$ cat src/rtl/riscv_ctrl_pkg.sv
// Shared types and encodings for the multicycle RV32I controller and its ALU decoder.
package riscv_ctrl_pkg;

  typedef enum logic [2:0] {
    ALU_AND = 3'b000,
    ALU_OR  = 3'b001,
    ALU_ADD = 3'b010,
    ALU_SUB = 3'b110
  } alu_op_e;

  typedef enum logic [1:0] {
    CLS_ADD   = 2'b00,
    CLS_SUB   = 2'b01,
    CLS_RTYPE = 2'b10,
    CLS_ITYPE = 2'b11
  } alu_class_e;

  typedef enum logic [3:0] {
    S_FETCH    = 4'd0,
    S_DECODE   = 4'd1,
    S_MEMADR   = 4'd2,
    S_MEMREAD  = 4'd3,
    S_MEMWB    = 4'd4,
    S_MEMWRITE = 4'd5,
    S_EXECUTER = 4'd6,
    S_EXECUTEI = 4'd7,
    S_ALUWB    = 4'd8,
    S_JAL      = 4'd9,
    S_BRANCH   = 4'd10,
    S_FAULT    = 4'd11
  } state_e;

  localparam logic [6:0] OP_LOAD   = 7'b0000011;
  localparam logic [6:0] OP_STORE  = 7'b0100011;
  localparam logic [6:0] OP_RTYPE  = 7'b0110011;
  localparam logic [6:0] OP_ITYPE  = 7'b0010011;
  localparam logic [6:0] OP_JAL    = 7'b1101111;
  localparam logic [6:0] OP_BRANCH = 7'b1100011;

  localparam logic [1:0] SRC_A_PC     = 2'b00;
  localparam logic [1:0] SRC_A_OLD_PC = 2'b01;
  localparam logic [1:0] SRC_A_RS1    = 2'b10;
  localparam logic [1:0] SRC_B_RS2    = 2'b00;
  localparam logic [1:0] SRC_B_IMM    = 2'b01;
  localparam logic [1:0] SRC_B_FOUR   = 2'b10;
  localparam logic [1:0] IMM_I        = 2'b00;
  localparam logic [1:0] IMM_S        = 2'b01;
  localparam logic [1:0] IMM_B        = 2'b10;
  localparam logic [1:0] IMM_J        = 2'b11;
  localparam logic [1:0] RES_ALUOUT   = 2'b00;
  localparam logic [1:0] RES_DATA     = 2'b01;
  localparam logic [1:0] RES_ALU      = 2'b10;

  // Per-state control word; the pc_* / ir_en bits are enables later gated by live inputs.
  typedef struct packed {
    alu_op_e    alu;
    logic [1:0] src_a;
    logic [1:0] src_b;
    logic [1:0] imm;
    logic [1:0] res;
    logic       adr;
    logic       ir_en;
    logic       pc_fetch;
    logic       pc_uncond;
    logic       pc_beq;
    logic       pc_bne;
    logic       mem_write;
    logic       reg_write;
    logic       fault;
  } ctrl_t;

  function automatic ctrl_t ctrl_fetch();
    ctrl_t c;
    c           = '0;
    c.alu       = ALU_ADD;
    c.src_a     = SRC_A_PC;
    c.src_b     = SRC_B_FOUR;
    c.res       = RES_ALU;
    c.ir_en     = 1'b1;
    c.pc_fetch  = 1'b1;
    return c;
  endfunction

  function automatic logic is_wait_state(state_e s);
    return (s == S_FETCH) || (s == S_MEMREAD) || (s == S_MEMWRITE);
  endfunction

endpackage

$ cat src/rtl/alu_decoder.sv
// Combinational ALU control decode from the current state class and instruction fields.
module alu_decoder
  import riscv_ctrl_pkg::*;
(
  input  alu_class_e  alu_class,
  input  logic [2:0]  funct3,
  input  logic        funct7_5,
  output alu_op_e     alu_control
);

  // Only R-type with funct7_5 set turns funct3=000 into a subtract.
  always_comb begin
    alu_control = ALU_ADD;
    case (alu_class)
      CLS_SUB: alu_control = ALU_SUB;
      CLS_RTYPE, CLS_ITYPE: begin
        case (funct3)
          3'b000: begin
            if ((alu_class == CLS_RTYPE) && funct7_5) begin
              alu_control = ALU_SUB;
            end else begin
              alu_control = ALU_ADD;
            end
          end
          3'b110:  alu_control = ALU_OR;
          3'b111:  alu_control = ALU_AND;
          default: alu_control = ALU_ADD;
        endcase
      end
      default: alu_control = ALU_ADD;
    endcase
  end

endmodule

$ cat src/rtl/multicycle_controller.sv
// Multicycle RV32I control FSM with memory handshake timeout and sticky fault.
// Optional BNE support is enabled by defining BNE_SUPPORT_EN.
module multicycle_controller
  import riscv_ctrl_pkg::*;
#(
  parameter int TIMEOUT = 16
) (
  input  logic       clk,
  input  logic       reset_n,
  input  logic [6:0] opcode,
  input  logic [2:0] funct3,
  input  logic       funct7_5,
  input  logic       zero_flag,
  input  logic       mem_ready,
  output logic [2:0] alu_control,
  output logic [1:0] alu_src_a,
  output logic [1:0] alu_src_b,
  output logic [1:0] imm_src,
  output logic [1:0] result_src,
  output logic       adr_src,
  output logic       pc_write,
  output logic       ir_write,
  output logic       mem_write,
  output logic       reg_write,
  output logic       fault
);

  localparam int CNT_W = (TIMEOUT > 1) ? $clog2(TIMEOUT) : 1;

  state_e             state_q, state_d;
  logic [CNT_W-1:0]   wait_cnt_q, wait_cnt_d;
  ctrl_t              ctrl_q, ctrl_d;
  alu_class_e         alu_class_s;
  alu_op_e            alu_op_s;
  logic               timed_out_s;
  logic               branch_ok_s;

  // Timeout fires on the last allowed idle cycle; a ready on that cycle still wins.
  always_comb begin
    if ((TIMEOUT != 0) && (wait_cnt_q == CNT_W'(TIMEOUT - 1))) begin
      timed_out_s = 1'b1;
    end else begin
      timed_out_s = 1'b0;
    end
  end

  // Supported branch conditions.
  always_comb begin
`ifdef BNE_SUPPORT_EN
    branch_ok_s = (funct3 == 3'b000) || (funct3 == 3'b001);
`else
    branch_ok_s = (funct3 == 3'b000);
`endif
  end

  // Next-state logic.
  always_comb begin
    state_d = state_q;
    case (state_q)
      S_FETCH, S_MEMREAD, S_MEMWRITE: begin
        if (mem_ready) begin
          case (state_q)
            S_FETCH:   state_d = S_DECODE;
            S_MEMREAD: state_d = S_MEMWB;
            default:   state_d = S_FETCH;
          endcase
        end else if (timed_out_s) begin
          state_d = S_FAULT;
        end else begin
          state_d = state_q;
        end
      end
      S_DECODE: begin
        case (opcode)
          OP_LOAD, OP_STORE: state_d = S_MEMADR;
          OP_RTYPE:          state_d = S_EXECUTER;
          OP_ITYPE:          state_d = S_EXECUTEI;
          OP_JAL:            state_d = S_JAL;
          OP_BRANCH:         state_d = S_BRANCH;
          default:           state_d = S_FAULT;
        endcase
      end
      S_MEMADR: begin
        if (opcode == OP_STORE) begin
          state_d = S_MEMWRITE;
        end else begin
          state_d = S_MEMREAD;
        end
      end
      S_EXECUTER, S_EXECUTEI, S_JAL: state_d = S_ALUWB;
      S_MEMWB, S_ALUWB:              state_d = S_FETCH;
      S_BRANCH: begin
        if (branch_ok_s) begin
          state_d = S_FETCH;
        end else begin
          state_d = S_FAULT;
        end
      end
      S_FAULT: state_d = S_FAULT;
      default: state_d = S_FAULT;
    endcase
  end

  // Idle-cycle counter for the memory handshake states.
  always_comb begin
    if (state_d != state_q) begin
      wait_cnt_d = {CNT_W{1'b0}};
    end else if (is_wait_state(state_q) && !mem_ready) begin
      wait_cnt_d = wait_cnt_q + CNT_W'(1'b1);
    end else begin
      wait_cnt_d = wait_cnt_q;
    end
  end

  // ALU operation class of the state being entered.
  always_comb begin
    case (state_d)
      S_EXECUTER: alu_class_s = CLS_RTYPE;
      S_EXECUTEI: alu_class_s = CLS_ITYPE;
      S_BRANCH:   alu_class_s = CLS_SUB;
      default:    alu_class_s = CLS_ADD;
    endcase
  end

  alu_decoder u_alu_decoder (
    .alu_class   (alu_class_s),
    .funct3      (funct3),
    .funct7_5    (funct7_5),
    .alu_control (alu_op_s)
  );

  // Control word of the next state, so the outputs come straight from flops.
  always_comb begin
    ctrl_d     = '0;
    ctrl_d.alu = alu_op_s;
    case (state_d)
      S_FETCH:  ctrl_d = ctrl_fetch();
      S_DECODE: begin
        ctrl_d.src_a = SRC_A_OLD_PC;
        ctrl_d.src_b = SRC_B_IMM;
        ctrl_d.imm   = IMM_B;
      end
      S_MEMADR: begin
        ctrl_d.src_a = SRC_A_RS1;
        ctrl_d.src_b = SRC_B_IMM;
        if (opcode == OP_STORE) begin
          ctrl_d.imm = IMM_S;
        end else begin
          ctrl_d.imm = IMM_I;
        end
      end
      S_MEMREAD: ctrl_d.adr = 1'b1;
      S_MEMWB: begin
        ctrl_d.res       = RES_DATA;
        ctrl_d.reg_write = 1'b1;
      end
      S_MEMWRITE: begin
        ctrl_d.adr       = 1'b1;
        ctrl_d.mem_write = 1'b1;
      end
      S_EXECUTER: begin
        ctrl_d.src_a = SRC_A_RS1;
        ctrl_d.src_b = SRC_B_RS2;
      end
      S_EXECUTEI: begin
        ctrl_d.src_a = SRC_A_RS1;
        ctrl_d.src_b = SRC_B_IMM;
        ctrl_d.imm   = IMM_I;
      end
      S_ALUWB: begin
        ctrl_d.res       = RES_ALUOUT;
        ctrl_d.reg_write = 1'b1;
      end
      S_JAL: begin
        ctrl_d.src_a     = SRC_A_OLD_PC;
        ctrl_d.src_b     = SRC_B_FOUR;
        ctrl_d.imm       = IMM_J;
        ctrl_d.res       = RES_ALUOUT;
        ctrl_d.pc_uncond = 1'b1;
      end
      S_BRANCH: begin
        ctrl_d.src_a  = SRC_A_RS1;
        ctrl_d.src_b  = SRC_B_RS2;
        ctrl_d.res    = RES_ALUOUT;
        ctrl_d.pc_beq = (funct3 == 3'b000);
`ifdef BNE_SUPPORT_EN
        ctrl_d.pc_bne = (funct3 == 3'b001);
`else
        ctrl_d.pc_bne = 1'b0;
`endif
      end
      S_FAULT: ctrl_d.fault = 1'b1;
      default: ctrl_d.fault = 1'b1;
    endcase
  end

  // State, counter and output registers.
  always_ff @(posedge clk or negedge reset_n) begin
    if (!reset_n) begin
      state_q    <= S_FETCH;
      wait_cnt_q <= {CNT_W{1'b0}};
      ctrl_q     <= ctrl_fetch();
    end else begin
      state_q    <= state_d;
      wait_cnt_q <= wait_cnt_d;
      ctrl_q     <= ctrl_d;
    end
  end

  assign alu_control = ctrl_q.alu;
  assign alu_src_a   = ctrl_q.src_a;
  assign alu_src_b   = ctrl_q.src_b;
  assign imm_src     = ctrl_q.imm;
  assign result_src  = ctrl_q.res;
  assign adr_src     = ctrl_q.adr;
  // The reset gate keeps the FETCH enables from strobing while reset_n is low.
  assign pc_write    = reset_n & ((ctrl_q.pc_fetch & mem_ready) | ctrl_q.pc_uncond |
                                  (ctrl_q.pc_beq & zero_flag) | (ctrl_q.pc_bne & ~zero_flag));
  assign ir_write    = reset_n & ctrl_q.ir_en & mem_ready;
  assign mem_write   = ctrl_q.mem_write;
  assign reg_write   = ctrl_q.reg_write;
  assign fault       = ctrl_q.fault;

endmodule

$ cat config.mk
export PLATFORM = sky130hd
export DESIGN_NAME = multicycle_controller
export DESIGN_NICKNAME = d
export VERILOG_FILES = /design/src/rtl/riscv_ctrl_pkg.sv /design/src/rtl/alu_decoder.sv /design/src/rtl/multicycle_controller.sv
export SDC_FILE = /design/constraint.sdc
export NUM_CORES = 1
export LEC_CHECK = 0
export CAP_MARGIN = 15
export CORE_MARGIN = 1.5
export CORE_UTILIZATION = 54
export CTS_CLUSTER_SIZE = 40
export DETAILED_ROUTE_END_ITERATION = 10
export GPL_ROUTABILITY_DRIVEN = 0
export PLACE_DENSITY = 0.92
export REMOVE_ABC_BUFFERS = 1
export SKIP_CTS_REPAIR_TIMING = 1
export SYNTH_ARGS = -nofsm -noshare
export SYNTH_HDL_FRONTEND = slang
export SYNTH_SLANG_ARGS = --single-unit
$ cat constraint.sdc
create_clock -name clk -period 3.24 [get_ports clk]
set_input_delay 0.648 -clock clk [delete_from_list [all_inputs] [get_ports clk]]
set_output_delay 0.648 -clock clk [all_outputs]
set_load 0.03 [all_outputs]
==> results of run 1 <==
-- area by class of cell --
| type | count | area, sq um | share of cell area |
|---|---|---|---|
| multi-input cells | 104 | 706 | 0.402 |
| flip-flops and latches | 24 | 604 | 0.345 |
| repair buffers | 33 | 320 | 0.183 |
| well taps | 30 | 37.5 | 0.0214 |
| inverters | 9 | 33.8 | 0.0193 |
| clock inverters | 1 | 30.0 | 0.0171 |
| clock buffers | 3 | 22.5 | 0.0128 |
-- power breakdown --
part	total (uW)	switching (uW)	internal [uW]
Combinational	766	440	326
Clock	219	93.4	125
Sequential	473	104	369
-- worst paths after layout --
kind	slack (ps)	cells past startpoint	start	end
setup reg to reg	840	5	state_q[0]	alu_src_b[0]
hold reg to reg	610	2	wait_cnt_q[0]	wait_cnt_q[0]
max in group asynchronous	2110	2	reset_n	alu_src_b[1]
hold / removal	530	1	reset_n	alu_control[2]
setup / recovery	570	6	funct3[2]	wait_cnt_q[2]
min in group clk	610	2	wait_cnt_q[0]	wait_cnt_q[0]
-- cells in the mapped netlist (4+ instances only) --
library cell  count  area [sq um]
a21oi_1           4          20.0
buf_2             4          20.0
buf_4            11          82.6
dfrtp_1          21           526
inv_1             9          33.8
nand2_1           8          30.0
nand3_1           8          40.0
nor2_1           10          37.5
nor3_1           10          50.1
o21ai_0           6          30.0
-- layer usage --
| metal | track usage | routed length (um) | up-vias |
|---|---|---|---|
| met5 | 0 | 0 | - |
| met4 | 0.0894 | 48 | 0 |
| met3 | 0.0511 | 257 | 5 |
| met2 | 0.427 | 1640 | 60 |
| met1 | 0.287 | 1350 | 601 |
| li1 | - | - | 595 |
-- logic make-up (layout without fill, tap and decap cells) --
family,count (synthesis),after routing,share of synthesized area
AOI/OAI and AO/OA,40,40,0.215
adders and majority gates,2,2,0.0154
muxes,1,1,0.00687
and+or+nand+nor,57,57,0.222
buffers and inverters,27,46,0.101
DFF,24,24,0.415
xor gates and xnor gates,4,4,0.0240
-- flip-flops by register name (all words and copies together), names as in the netlist --
register and cells:
wait_cnt_q 4, ctrl_q 3, state_q 4, mem_write 1
reg_write 1, alu_control 3, result_src 1, adr_src 1
alu_src_a 1, imm_src 2, alu_src_b 2, fault 1
-- per-stage QoR --
step | power [uW] | util | worst slack [ps] | cells
6_report | 1460 | 0.695 | 574 | 204
2_1_floorplan | 986 | - | 963 | 137
3_5_place_dp | 1240 | 0.675 | 309 | 200
4_1_cts | 1460 | 0.695 | 628 | 204
5_1_grt | 1560 | 0.695 | 504 | 204
3_3_place_gp | 1210 | 0.675 | 423 | 200
==> flow_summary.yaml, run 1 <==
run_status:
  outcome: "finished clean"
clock_tree:
  cts_tree: "built"
  cts_inserted_buffers: 3
  cts.reportedPaths.clkPinSlew_ps: 130
  cts_htree_levels: 1
  cts.sinks: 24
  cts_max_path_buffers: 2
  insertion_delay_ps: 330
  clockRootBuffer: "clkbuf_4"
worst_setup_path:
  critPathCaptureType: "flip-flop"
  crit_path_max_fanout: 4
  cp_num_buf_inv: 1
  startpoint_type: "input pin"
  arrival_ps: 2910
  crit_path_top_delay_cell: "o311ai_0"
  critical_path.max_stage_delay_ps: 670
  crit_family: "compound AO/OA/AOI/OAI gates"
  worstPathRequired_ps: 3490
  critical_path_class: "input pin to flip-flop"
  crit_chain: "clkdlybuf4s50_1 > or3_1 > o311ai_0 > nand3_1 > a32o_1 > nor3_1"
grt:
  grt_pass1_vias: 1125
  grt_use_total: 0.242
  grt_max_degree: 21
  grt_pass1_wl_mm: 5.16
  overflow: 0
  antenna_found_initial: 0
drt:
  vias: 1261
  viasPerCell: 6.18
  finalWirelength_mm: 3.30
  first_iter_violations: 63
  wire_per_inst_um: 16.2
  dr.pass1.iters: 4
  route.detailed.drc: 0
  antenna_left: 0
layout:
  final_common_cell: "clkdlybuf4s50_1"
  n_antenna_cell: 0
  final_cell_area_sq_um: 1750
  drive_gt1_frac: 0.109
  area_growth_syn_to_layout_pct: 20.3
  fillers: 209
  nets: 191
  mostFrequentLayoutCells: "29 x clkdlybuf4s50_1, 21 x dfrtp_1, 10 x nor3_1, 10 x nor2_1, 9 x inv_1"
sta:
  finalSetupViolations: 0
  clock_skew_ps: 1.62
  finalHoldViolCount: 0
  relSlewSlack: 0.479
  fin_worst_hold_slack_ps: 534
  worst_slew_pin_slew_ps: 772
  rsz0062_at_grt: "no"
  max_freq_mhz: 375
  period_needed_ps: 2670
  setup-tns-final_ps: 0
  slew_violations: 0
  period_share: 0.823
synth:
  ys.flop_type: "dfrtp_1"
  yosysSeqAreaShare: 0.415
  ys_ff_latch: 24
  yosysWarnings: 0
  synth.distinct_cells: 53
  syn_inst: 155
  synth.avg_cell_area_sq_um: 9.40
  synth-edff-count: 0
  synth_area_sq_um: 1460
  async_flop_share: 1.00
floorplan:
  num_io_pins: 32
  rows: 18
  core-area_sq_um: 2520
  die_w_um: 55.0
  die_h_um: 55.0
  dieArea_sq_um: 3020
  floorplan.initialDensity: 0.578
power_and_ir_drop:
  leakage_uw: 0.000747
  irDropWorstVdd_uv: 636
  power_per_cell_area_nw_per_um2: 831
placed_design:
  dp_hpwl_mm: 2.47
  placed_area_sq_um: 1700
  portBuffers: 31
job:
  maxCapViolations: 0
min_path:
  min_path_type: "input pin to asynchronous set/reset pin"
(Power assumes the default switching activity.)
==> run 2: changes to the inputs <==
Settings changed: CORE_UTILIZATION 54 to 45, PLACE_DENSITY 0.92 to 0.82.
Clock period 3.24 ns to 2.42 ns, I/O delays scaled along.
==> run 2 against run 1 <==
Against the previous run:
- clock power increased by 32%
- core utilization decreased by 9.3 points
- power increased by 40%
- final area increased by 4.9%
- first-iteration DRC count increased by 25%
- critical endpoint is now alu_src_b[0]
- highest routed layer unchanged
==> flow_summary.yaml, run 2 (synthesized netlist as in run 1, its figures left out) <==
run_status:
  outcome: "finished clean"
worst_setup_path:
  critical_path.startpoint: "state_q[1]"
  crit_chain: "nor4b_2 > o31ai_1 > o211a_1 > a21o_1 > o211a_1"
  path_common_cell: "o211a_1"
  critPathCaptureType: "flip-flop"
  critical_path_class: "flip-flop to flip-flop"
  worstPathRequired_ps: 2640
  critical_path.max_stage_delay_ps: 600
  crit_path_max_fanout: 18
  startpoint_type: "flip-flop"
  cp_num_buf_inv: 0
  r2r_start: "state_q[1]"
  crit_path_top_delay_cell: "dfrtp_1"
  arrival_ps: 2450
  rrSetupSlack_ps: 190
  crit_family: "compound AO/OA/AOI/OAI gates"
clock_tree:
  cts_tree: "built"
  clockRootBuffer: "clkbuf_4"
  cts.reportedPaths.clkPinSlew_ps: 140
  cts.sinks: 24
  cts_htree_levels: 1
  cts_inserted_buffers: 3
  insertion_delay_ps: 310
  cts_max_path_buffers: 2
sta:
  period_needed_ps: 2230
  clock_skew_ps: 5.43
  period_share: 0.922
  relSlewSlack: 0.614
  finalSetupViolations: 0
  slew_violations: 0
  worst_slew_pin_slew_ps: 574
  rsz0062_at_grt: "no"
  max_freq_mhz: 448
  fin_worst_hold_slack_ps: 375
  finalHoldViolCount: 0
power_and_ir_drop:
  irDropWorstVdd_uv: 512
  leakage_uw: 0.000790
  power_per_cell_area_nw_per_um2: 1110
layout:
  reg_top3: "state_q x4, wait_cnt_q x4"
  n_antenna_cell: 0
  nets: 200
  final_common_cell: "clkdlybuf4s50_1"
  area_growth_syn_to_layout_pct: 26.2
  fin_cells: 227
  mostFrequentLayoutCells: "29 x clkdlybuf4s50_1, 21 x dfrtp_1, 13 x buf_4"
  drive_gt1_frac: 0.153
  fillers: 267
floorplan:
  rows: 20
  core-area_sq_um: 3050
  die_w_um: 59.9
  num_io_pins: 32
  die_h_um: 59.9
  floorplan.initialDensity: 0.477
  dieArea_sq_um: 3590
drt:
  first_iter_violations: 79
  wire_per_inst_um: 15.2
  viasPerCell: 5.74
  route.detailed.drc: 0
  vias: 1303
  antenna_left: 0
  dr.pass1.iters: 4
  finalWirelength_mm: 3.46
placed_design:
  portBuffers: 31
  dp_hpwl_mm: 2.58
  placedCellCount: 223
job:
  maxCapViolations: 0
grt:
  antenna_found_initial: 0
  grt_max_degree: 21
  overflow: 0
  grt_pass1_vias: 1211
  grt_pass1_wl_mm: 5.75
  grt_use_total: 0.212
min_path:
  min_path_type: "input pin to asynchronous set/reset pin"
run 2: cell count changes in the layout (fill, tap and decap cells not counted), sizes merged:
| cell | change |
|---|---|
| buf | +9 |
run 2: layout make-up:
| cell class | instances | area, sq um | share of cell area |
|---|---|---|---|
| repair buffers | 42 | 388 | 0.211 |
| inverters | 9 | 33.8 | 0.0184 |
| clock buffers | 3 | 22.5 | 0.0122 |
| multi-input cells | 104 | 706 | 0.384 |
| flip-flops and latches | 24 | 604 | 0.329 |
| well taps | 44 | 55.1 | 0.0299 |
| clock inverters | 1 | 30.0 | 0.0163 |
run 2: final timing paths:
check | end | cells past startpoint
max in group asynchronous | ctrl_q[7] | 2
setup / recovery | alu_src_b[0] | 5
setup reg to reg | alu_src_b[0] | 5
min in group clk | wait_cnt_q[0] | 2
hold reg to reg | wait_cnt_q[0] | 2
hold / removal | alu_control[0] | 1
run 2: metrics by stage:
stage	utilization	area [sq um]	setup WS [ps]	power [uW]	TNS, ps
final	0.602	1840	189	2040	0
after global routing	0.602	1840	65.9	2170	0
after CTS	0.602	1840	198	2020	0
after detailed placement	0.585	1790	-76.6	1720	-158
after global placement	0.585	1790	12.8	1670	0
after floorplan	-	1340	307	1320	0
run 2: routing by layer:
metal / part of all wire / GRT usage / vias to the layer above
met4: 0.015 / 0.0540 / 0
met3: 0.062 / 0.0325 / 6
li1: - / - / 618
met5: 0 / 0 / -
met1: 0.42 / 0.267 / 616
met2: 0.50 / 0.377 / 63
run 2: where the power goes:
group / internal (uW) / switching [uW]
combinational: 473 / 649
sequential: 494 / 129
clock: 167 / 123
total: 1130 / 901
==> patch (settings of run 2) <==
`TIMEOUT`: 16 -> 32.
--- a/src/rtl/multicycle_controller.sv
+++ b/src/rtl/multicycle_controller.sv
@@ -3,7 +3,7 @@
 module multicycle_controller
   import riscv_ctrl_pkg::*;
 #(
-  parameter int TIMEOUT = 16
+  parameter int TIMEOUT = 32
 ) (
   input  logic       clk,
   input  logic       reset_n,
Behaviour: same outputs for any inputs over 10 cycles, from zero or initial values and one cycle with reset_n low; that may be too few to reach the edited logic, so the function may still have changed.
==> patch against run 2 <==
Setup slack got worse by 0.064 ns. Power increased by 20%. Via count fell by 2.2%. Area after synthesis up 8.2%. Non-clock buffer count grew 8. Routed wire length shrank 1.9%. Die area is 7.7% higher. Combinational power up 38%. Sequential power up 13%. Cell area is 7.7% higher. Clock skew rose by 0.0015 ns. Synthesized cell count shrank 1.9%. Sequential cell count up 3.
==> patch: results (changes against run 2) <==
[detailed_routing] Detailed Route Iter0 Violations 34 [-57%]
[timing] final clock skew 0.00697 ns [+0.00154 ns]
[global_routing] overall routing resource usage 18.4% [-2.9 points]
[worst_setup_path] depth of the worst register-to-register path 8 [+3]
[layout] Regs by FF count wait_cnt_q x5, state_q x4
[detailed_routing] routed length per placed instance 14.7 um [-3.6%]
[global_routing] pin count of the biggest net entering global routing 28 [+33%]
[layout] NumNets Final 203 [+1.5%]
[layout] layout cells sized above 1 23.8% [+8.5 points]
[placed_design] detailed-placement wirelength estimate 2570 um [-0.64%]
[worst_setup_path] largest fanout of any net on the critical path 5 [-13]
[logic_synthesis] most instantiated cells after synthesis 23 x sky130_fd_sc_hd__dfrtp_1, 12 x sky130_fd_sc_hd__buf_4, 10 x sky130_fd_sc_hd__nor2_1, 7 x sky130_fd_sc_hd__nand3_1, 7 x sky130_fd_sc_hd__nor4_1
[worst_setup_path] slack of the worst reg-to-reg path 0.13 ns [-0.06 ns]
[power] reported leakage power 0.841 nW [+6.4%]
[logic_synthesis] largest cells by area after synthesis sky130_fd_sc_hd__dfrtp_1 37%, sky130_fd_sc_hd__dfstp_2 6.7%, sky130_fd_sc_hd__buf_4 5.7%, sky130_fd_sc_hd__nor4_1 2.8%, sky130_fd_sc_hd__nor2_1 2.4%
[power] IR drop worst, VDD 1100 uV [+110%]
[outcome] run status finished clean
[timing] pin slew with the least headroom to its limit 0.551 ns [-0.0228 ns]
[global_routing] global-route wire length before repair 5800 um [+0.83%]
[placed_design] pre-CTS setup slack -0.123 ns [-0.0461 ns]
[worst_setup_path] worst reg2reg endpoint wait_cnt_q[0]
[clocking] insertion delay to the later sink of the worst-skew pair 0.33 ns [+0.02 ns]
[worst_setup_path] R2R Path Start wait_cnt_q[1]
[logic_synthesis] sequential cell area fraction in the yosys report 43.2% [+1.7 points]
[detailed_routing] via count of the routed design 1274 [-2.2%]
[logic_synthesis] library cells used by synthesis 55 [+3.8%]
[global_routing] initial antenna violation count 0 [unchanged]
[worst_setup_path] crit path DAT 2.52 ns [+0.07 ns]
-- patch: cell count changes in the layout (fill, tap and decap cells not counted), sizes merged, moves of 3 or more --
cell,change
nand2,-5
buf,+8
nor4,+7
inv,-3
nor3,-6
xor2,+3
o311a,+3
or3,-3
-- patch: worst max-delay path by stage --
stage / start / end / slack, ns / cells past startpoint
after detailed placement: opcode[2] / adr_src / -0.12 / 6
final: wait_cnt_q[1] / wait_cnt_q[0] / 0.13 / 8
after CTS: wait_cnt_q[0] / adr_src / 0.08 / 10
after floorplan: wait_cnt_q[0] / adr_src / -0.10 / 9
after global placement: opcode[2] / adr_src / -0.03 / 6
after global routing: wait_cnt_q[1] / wait_cnt_q[0] / -0.02 / 9
-- patch: logic make-up after synthesis --
group,share of synthesized area [%]
buffers and inverters,11.0
flip-flops,43.2
multiplexers,2.70
adder cells (fa/ha/maj),2.22
AND/OR/NAND/NOR,21.4
XOR/XNOR,4.92
AO/OA/AOI/OAI,14.6
-- patch: worst max-delay path, cell delays in order, from the launching register on --
cell	delay [ns]
sky130_fd_sc_hd__dfrtp_1	0.42
sky130_fd_sc_hd__ha_1	0.20
sky130_fd_sc_hd__and3_1	0.19
sky130_fd_sc_hd__ha_1	0.24
sky130_fd_sc_hd__o21ai_0	0.19
sky130_fd_sc_hd__o32a_1	0.19
sky130_fd_sc_hd__o211ai_2	0.16
sky130_fd_sc_hd__xor2_1	0.26
sky130_fd_sc_hd__nor4_1	0.34
-- patch: through the flow --
step	total power [mW]	std cells	hold slack (ns)	area, um^2
floorplan	1.66	131	0.188	1430
global placement	2.15	226	0.543	1920
detailed placement	2.20	226	0.564	1920
CTS	2.41	230	0.582	1950
global route	2.60	231	0.619	1980
finish	2.45	231	0.578	1980
-- patch: where the power goes --
group / switching, mW / internal [mW] / leakage, nW
logic: 0.829 / 0.711 / 0.479
clock network: 0.138 / 0.0634 / 0.0139
registers: 0.129 / 0.578 / 0.348
total: 1.10 / 1.35 / 0.841
-- patch: layer usage --
layer  vias up  wire [um]  share of wire, %  GRT usage (%)
met5         -          0                 0              0
met4         0        110               3.2           7.50
met3        13        116               3.4           2.90
met2        38       1800                53           31.8
met1       614       1370                40           23.0
li1        609          -                 -              -
-- patch: final cells by class --
class	count	area, um^2
clock buffers	3	22.5
clock inverters	1	7.51
fillers	276	1360
inverters	6	22.5
multi-input cells	98	742
flip-flops and latches	27	681
well taps	46	57.6
repair buffers	50	448
